### config.mk
export PLATFORM = sky130hd
export DESIGN_NAME = mips_multicycle
export DESIGN_NICKNAME = d
export VERILOG_FILES = /design/src/rtl/mips_multicycle.sv
export SDC_FILE = /design/constraint.sdc
export NUM_CORES = 2
export LEC_CHECK = 0
export ABC_AREA = 1
export BUFFER_PORTS_ARGS = -buffer_cell sky130_fd_sc_hd__clkbuf_2
export CAP_MARGIN = 20
export CORE_MARGIN = 2
export CORE_UTILIZATION = 30
export DETAILED_ROUTE_END_ITERATION = 7
export PLACE_DENSITY = 0.47
export SETUP_SLACK_MARGIN = 0.2
export SYNTH_ARGS = -nofsm -noshare
export SYNTH_HDL_FRONTEND = slang
export SYNTH_SLANG_ARGS = --single-unit
### constraint.sdc
create_clock -name clk -period 3.3 [get_ports clk]
set_clock_uncertainty 0.2 [all_clocks]
set_input_delay 0.33 -clock clk [delete_from_list [all_inputs] [get_ports clk]]
set_output_delay 0.33 -clock clk [all_outputs]
set_load 0.02 [all_outputs]
### src/rtl/mips_multicycle.sv
// Multi-cycle MIPS-subset core with a single unified memory port.
// A control FSM sequences one shared datapath through 3-5 states per instruction.
module mips_multicycle #(
    parameter logic [31:0] RESET_PC     = 32'h0000_0000,
    parameter int unsigned ADDR_W       = 32,
    parameter int unsigned WAIT_TIMEOUT = 0
) (
    input  logic              clk,
    input  logic              reset,
    output logic              mem_req,
    output logic              mem_we,
    output logic [ADDR_W-1:0] mem_addr,
    output logic [31:0]       mem_wdata,
    input  logic [31:0]       mem_rdata,
    input  logic              mem_ready,
    output logic              retire,
    output logic [31:0]       pc_dbg,
    output logic              halted,
    output logic [1:0]        trap_cause
);

    typedef enum logic [2:0] {
        S_FETCH,
        S_DECODE,
        S_EXEC,
        S_MEM,
        S_WB,
        S_TRAP
    } state_t;

    state_t state_q, state_d;
    logic [31:0] pc_q, pc_d;
    logic [31:0] ir_q, ir_d;
    logic [31:0] mdr_q, mdr_d;
    logic [31:0] a_q, a_d;
    logic [31:0] b_q, b_d;
    logic [31:0] alu_q, alu_d;
    logic [31:0] wcnt_q, wcnt_d;
    logic [1:0]  cause_q, cause_d;
    logic [31:0] rf_q [32];

    logic        rf_we;
    logic [4:0]  rf_wa;
    logic [31:0] rf_wd;

    logic [5:0]  op;
    logic [4:0]  rs, rt, rd;
    logic [5:0]  funct;
    logic [31:0] sext;
    logic [31:0] rd_a, rd_b;
    logic        is_r, is_addi, is_lw, is_sw, is_beq, is_j;
    logic        op_ok, fn_ok;
    logic [31:0] alu_b, alu_res, ea;
    logic        to_hit;
    logic        unused_shamt;

    assign op    = ir_q[31:26];
    assign rs    = ir_q[25:21];
    assign rt    = ir_q[20:16];
    assign rd    = ir_q[15:11];
    assign funct = ir_q[5:0];
    assign sext  = {{16{ir_q[15]}}, ir_q[15:0]};
    assign unused_shamt = ^ir_q[10:6];

    assign is_r    = (op == 6'h00);
    assign is_addi = (op == 6'h08);
    assign is_lw   = (op == 6'h23);
    assign is_sw   = (op == 6'h2B);
    assign is_beq  = (op == 6'h04);
    assign is_j    = (op == 6'h02);
    assign op_ok   = is_r | is_addi | is_lw | is_sw | is_beq | is_j;

    assign rd_a  = (rs == 5'd0) ? 32'd0 : rf_q[rs];
    assign rd_b  = (rt == 5'd0) ? 32'd0 : rf_q[rt];
    assign alu_b = is_r ? b_q : sext;
    assign ea    = a_q + sext;

    // The wait that would bring the count to the limit traps; ready wins.
    assign to_hit = (WAIT_TIMEOUT != 0) &&
                    ((wcnt_q + 32'd1) >= WAIT_TIMEOUT);

    always_comb begin
        alu_res = a_q + alu_b;
        fn_ok   = 1'b1;
        if (is_r) begin
            unique case (funct)
                6'h20: alu_res = a_q + b_q;
                6'h22: alu_res = a_q - b_q;
                6'h24: alu_res = a_q & b_q;
                6'h25: alu_res = a_q | b_q;
                6'h2A: alu_res = {31'd0, $signed(a_q) < $signed(b_q)};
                default: fn_ok = 1'b0;
            endcase
        end
    end

    always_comb begin
        state_d   = state_q;
        pc_d      = pc_q;
        ir_d      = ir_q;
        mdr_d     = mdr_q;
        a_d       = a_q;
        b_d       = b_q;
        alu_d     = alu_q;
        wcnt_d    = wcnt_q;
        cause_d   = cause_q;
        rf_we     = 1'b0;
        rf_wa     = is_r ? rd : rt;
        rf_wd     = is_lw ? mdr_q : alu_q;
        mem_req   = 1'b0;
        mem_we    = 1'b0;
        mem_addr  = pc_q[ADDR_W-1:0];
        mem_wdata = b_q;
        retire    = 1'b0;
        unique case (state_q)
            S_FETCH: begin
                mem_req = 1'b1;
                if (mem_ready) begin
                    ir_d    = mem_rdata;
                    pc_d    = pc_q + 32'd4;
                    wcnt_d  = 32'd0;
                    state_d = S_DECODE;
                end else begin
                    wcnt_d = wcnt_q + 32'd1;
                    if (to_hit) begin
                        cause_d = 2'b11;
                        state_d = S_TRAP;
                    end
                end
            end
            S_DECODE: begin
                a_d   = rd_a;
                b_d   = rd_b;
                alu_d = pc_q + {sext[29:0], 2'b00};
                if (op_ok) begin
                    state_d = S_EXEC;
                end else begin
                    cause_d = 2'b01;
                    state_d = S_TRAP;
                end
            end
            S_EXEC: begin
                unique case (1'b1)
                    is_lw, is_sw: begin
                        alu_d = ea;
                        if (ea[1:0] != 2'b00) begin
                            cause_d = 2'b10;
                            state_d = S_TRAP;
                        end else begin
                            wcnt_d  = 32'd0;
                            state_d = S_MEM;
                        end
                    end
                    is_beq: begin
                        if (a_q == b_q) pc_d = alu_q;
                        retire  = 1'b1;
                        state_d = S_FETCH;
                    end
                    is_j: begin
                        pc_d    = {pc_q[31:28], ir_q[25:0], 2'b00};
                        retire  = 1'b1;
                        state_d = S_FETCH;
                    end
                    default: begin
                        if (fn_ok) begin
                            alu_d   = alu_res;
                            state_d = S_WB;
                        end else begin
                            cause_d = 2'b01;
                            state_d = S_TRAP;
                        end
                    end
                endcase
            end
            S_MEM: begin
                mem_req  = 1'b1;
                mem_we   = is_sw;
                mem_addr = alu_q[ADDR_W-1:0];
                if (mem_ready) begin
                    wcnt_d = 32'd0;
                    if (is_sw) begin
                        retire  = 1'b1;
                        state_d = S_FETCH;
                    end else begin
                        mdr_d   = mem_rdata;
                        state_d = S_WB;
                    end
                end else begin
                    wcnt_d = wcnt_q + 32'd1;
                    if (to_hit) begin
                        cause_d = 2'b11;
                        state_d = S_TRAP;
                    end
                end
            end
            S_WB: begin
                rf_we   = 1'b1;
                retire  = 1'b1;
                state_d = S_FETCH;
            end
            S_TRAP: begin
                state_d = S_TRAP;
            end
            default: begin
                state_d = S_FETCH;
            end
        endcase
        // Reset parks the FSM in FETCH, so the request is masked here.
        mem_req = mem_req & reset;
        mem_we  = mem_we & reset;
    end

    always_ff @(posedge clk or negedge reset) begin
        if (!reset) begin
            state_q <= S_FETCH;
            pc_q    <= RESET_PC;
            ir_q    <= '0;
            mdr_q   <= '0;
            a_q     <= '0;
            b_q     <= '0;
            alu_q   <= '0;
            wcnt_q  <= '0;
            cause_q <= 2'b00;
        end else begin
            state_q <= state_d;
            pc_q    <= pc_d;
            ir_q    <= ir_d;
            mdr_q   <= mdr_d;
            a_q     <= a_d;
            b_q     <= b_d;
            alu_q   <= alu_d;
            wcnt_q  <= wcnt_d;
            cause_q <= cause_d;
        end
    end

    always_ff @(posedge clk or negedge reset) begin
        if (!reset) begin
            for (int i = 0; i < 32; i++) rf_q[i] <= '0;
        end else if (rf_we && rf_wa != 5'd0) begin
            rf_q[rf_wa] <= rf_wd;
        end
    end

    assign pc_dbg     = pc_q;
    assign halted     = (state_q == S_TRAP);
    assign trap_cause = cause_q;

endmodule
==> run_results.csv <==
group,metric,value,unit
cts,cts_root_buf,"clkbuf_16",
finish,design_area,93400,um^2
worst_setup_path,path_class,"flop to flop",
worst_setup_path,start_kind,"flop",
grt,overflow,0,
sta,post-route-min-period,3.34,ns
worst_setup_path,reg2reg_slack,-0.04,ns
routing,vias_per_cell,5.53,
grt,grt_pass1_vias,75000,
worst_setup_path,cp_common_cell,"nand2_1",
worst_setup_path,rr_startpoint,"ir_q[30]",
routing,finalWirelength,381000,um
finish,area_growth,23.8,%
sta,max_freq,299,MHz
worst_setup_path,path_delay_family,"simple AND/OR/NAND/NOR gates",
power,cellPowerDensity,1190,nW/um^2
finish,drive_above_1_share,0.143,
worst_setup_path,path_cells,"nor2_2 > nand2_1 > nor2_2 > nand2_2 > buf_12 > nand2_1 > o21ai_0 > ha_1 > nand2_2 > o211ai_1 > buf_4 > a21oi_4 > or2_2 > nand3_1 > nand3_2 > nand2_1 > o211ai_1 > o21ai_0",
sta,relSlewSlack,0.416,
yosys,synth-edff-count,0,
hold_path,hold_path_class,"input pin to flop",
sta,worstMarginPinSlew,0.865,ns
worst_setup_path,r2r_end,"alu_q[11]",
yosys,ys.flop_type,"dfrtp_1",
worst_setup_path,ff2ff_path_depth,18,
placed_design,dpl_cell_area,86500,um^2
placed_design,routabilityCongestion,0.970,
status,status,"complete, but fails checks",
flow_run,drv_cap,0,
placed_design,dp.cells,14200,
grt,antenna_found_initial,25,
grt,grt_usage,0.290,
cts,clockBufferDepth,3,
sta,slew_viol_final,0,
floorplan,num_io_pins,137,
floorplan,die_area,256000,um^2
worst_setup_path,crit_cells,18,
worst_setup_path,worst_path_max_delay_cell,"o211ai_1",
yosys,avgSynthCellArea,7.06,um^2
yosys,yosysWarnings,0,
worst_setup_path,cp.arrival,3.92,ns
placed_design,dpl.hpwl,257000,um
routing,detail_route.iter0.violations,9485,
cts,cts.sinks,1221,
yosys,synth_seq_cells,1221,
yosys,syn_nets,10900,
routing,postRouteAntennaNets,0,
cts,cts_tree,"yes",
yosys,synth_area,75500,um^2
routing,drc,17,
routing,via_count,80600,
finish,fin_cells,14600,
grt,grt_max_degree,148,
worst_setup_path,required,3.88,ns
sta,layout_setup_ws,-0.0428,ns
sta,final_hold_viol_count,0,
power,peakVddDrop,612,uV
finish,layout_commonest_cell,"o21ai_0",
floorplan,die_x,506,um
sta,rsz0062_at_grt,"yes",
power,p_leak,41.7,nW
worst_setup_path,path_max_fanout,37,
sta,fin_crit_sh,1.01,
routing,dr.pass1.iters,8,
floorplan,num_rows,184,
cts,htreeDepth,4,
finish,layout_common_cells,"2404 x o21ai_0, 1982 x nand2_1, 1208 x dfrtp_1, 925 x nor2_1, 887 x a21oi_1",
finish,nets,11300,
yosys,ys_types,55,
worst_setup_path,crit_path_end,"alu_q[11]",
placed_design,portBuffers,136,
floorplan,design.core.area,251000,um^2
status,violations,"design-rule violations, negative setup slack",
floorplan,die_y,506,um
hold_path,hp-start,"mem_rdata[8]",
floorplan,start_util,0.301,
cts,cts_buffers,153,
yosys,async_flop_share,1.00,
routing,post_drt_wl_per_cell,26.2,um
worst_setup_path,path_buf_inv,2,
yosys,yosysSeqAreaShare,0.405,
sta,setup_viol,2,
worst_setup_path,end_kind,"flop",
cts,clock_latency,0.85,ns
worst_setup_path,startpoint,"ir_q[30]",
yosys,netlist_instances,10700,
cts,clk_pin_slew,0.07,ns
worst_setup_path,cp_slowest_stage_delay,0.41,ns
grt,grt_pass1_wl,547000,um
==> flip-flops by register name, indices dropped and copies added, names as in the netlist <==
signal	flops
rf_q	1024
a_q	32
alu_q	32
ir_q	32
mdr_q	32
mem_wdata	32
pc_dbg	32
state_q	3
trap_cause	2
==> cell type report <==
class / count / area (um^2)
fillers: 26200 / 157000
multi-input cells: 7805 / 39800
flip-flops and latches: 1221 / 30600
repair buffers: 1084 / 10600
clock buffers: 224 / 4470
well taps: 3348 / 4190
inverters: 834 / 3160
clock inverters: 49 / 633
diodes: 7 / 17.5
==> power by group <==
group | internal (mW) | switching [mW]
Clock | 9.92 | 7.44
Sequential | 20.4 | 4.25
Combinational | 23.4 | 45.4
Total | 53.7 | 57.1
==> worst register-to-register path, cell delays in order, from the launching register on <==
cell and delay [ns]:
dfrtp_1 0.39, nor2_2 0.11, nand2_1 0.07, nor2_2 0.15
nand2_2 0.08, buf_12 0.17, nand2_1 0.13, o21ai_0 0.08
ha_1 0.38, nand2_2 0.09, o211ai_1 0.42, buf_4 0.21
a21oi_4 0.07, or2_2 0.27, nand3_1 0.09, nand3_2 0.11
nand2_1 0.10, o211ai_1 0.08, o21ai_0 0.08
==> per-layer routing <==
metal | vias up | global-route usage | part of all wire
li1 | 36900 | - | -
met1 | 39100 | 0.393 | 0.43
met2 | 3787 | 0.453 | 0.45
met3 | 769 | 0.0525 | 0.082
met4 | 12 | 0.118 | 0.045
met5 | - | 0 | 0.00018
==> worst min path at each step <==
stage / depth (start not counted) / slack, ns / end
global route: 4 / 0.09 / ir_q[8]
finish: 4 / 0.08 / ir_q[8]
global placement: 1 / 0.11 / rf_q[293]
CTS: 4 / 0.02 / ir_q[6]
floorplan: 0 / -0.17 / a_q[0]
detailed placement: 1 / 0.11 / rf_q[129]
==> cells in the mapped netlist, types with 52 or more instances <==
master / n / area, um^2
nor3_1: 52 / 260
buf_2: 76 / 380
nand4_1: 102 / 638
nand2_1: 2027 / 7610
dfrtp_1: 1221 / 30600
buf_1: 62 / 233
o22ai_1: 92 / 576
o211ai_1: 173 / 1300
inv_1: 814 / 3060
a21oi_1: 927 / 4640
nand3_1: 396 / 1980
clkbuf_1: 685 / 2570
ha_1: 203 / 2540
o21ai_0: 2476 / 12400
nor2_1: 967 / 3630
==> metrics by stage <==
stage	hold WS, ns	total power [mW]	TNS [ns]	worst slack [ns]	util
6_report	0.0787	111	-0.0610	-0.0428	0.373
5_1_grt	0.0856	118	-5.56	-0.239	0.372
4_1_cts	0.0208	109	-0.00695	-0.00695	0.371
3_5_place_dp	0.107	90.5	-1.15	-0.174	0.345
3_3_place_gp	0.109	90.2	-2.12	-0.229	0.345
2_1_floorplan	-0.166	59.4	0	0.119	-
==> what timing repair did <==
item	CTS	global route
setup endpoints to repair	601	914
endpoints found under the hold margin	1128	0
gates resized for setup	179	87
pin swaps	28	20
hold buffers	37	0
setup buffers	27	7
gates cloned	5	1
==> cells by family (layout without fill, tap and decap cells) <==
group,after synthesis,after routing,synth area share
mux,16,16,0.00239
compound gates,3927,3927,0.276
xor+xnor,38,38,0.00441
buf+inv,1657,2191,0.0837
other cells,0,7,0
fa+ha+maj,208,208,0.0350
flops,1221,1221,0.405
simple gates,3616,3616,0.194
No activity file was read; power rests on OpenSTA's default activity.
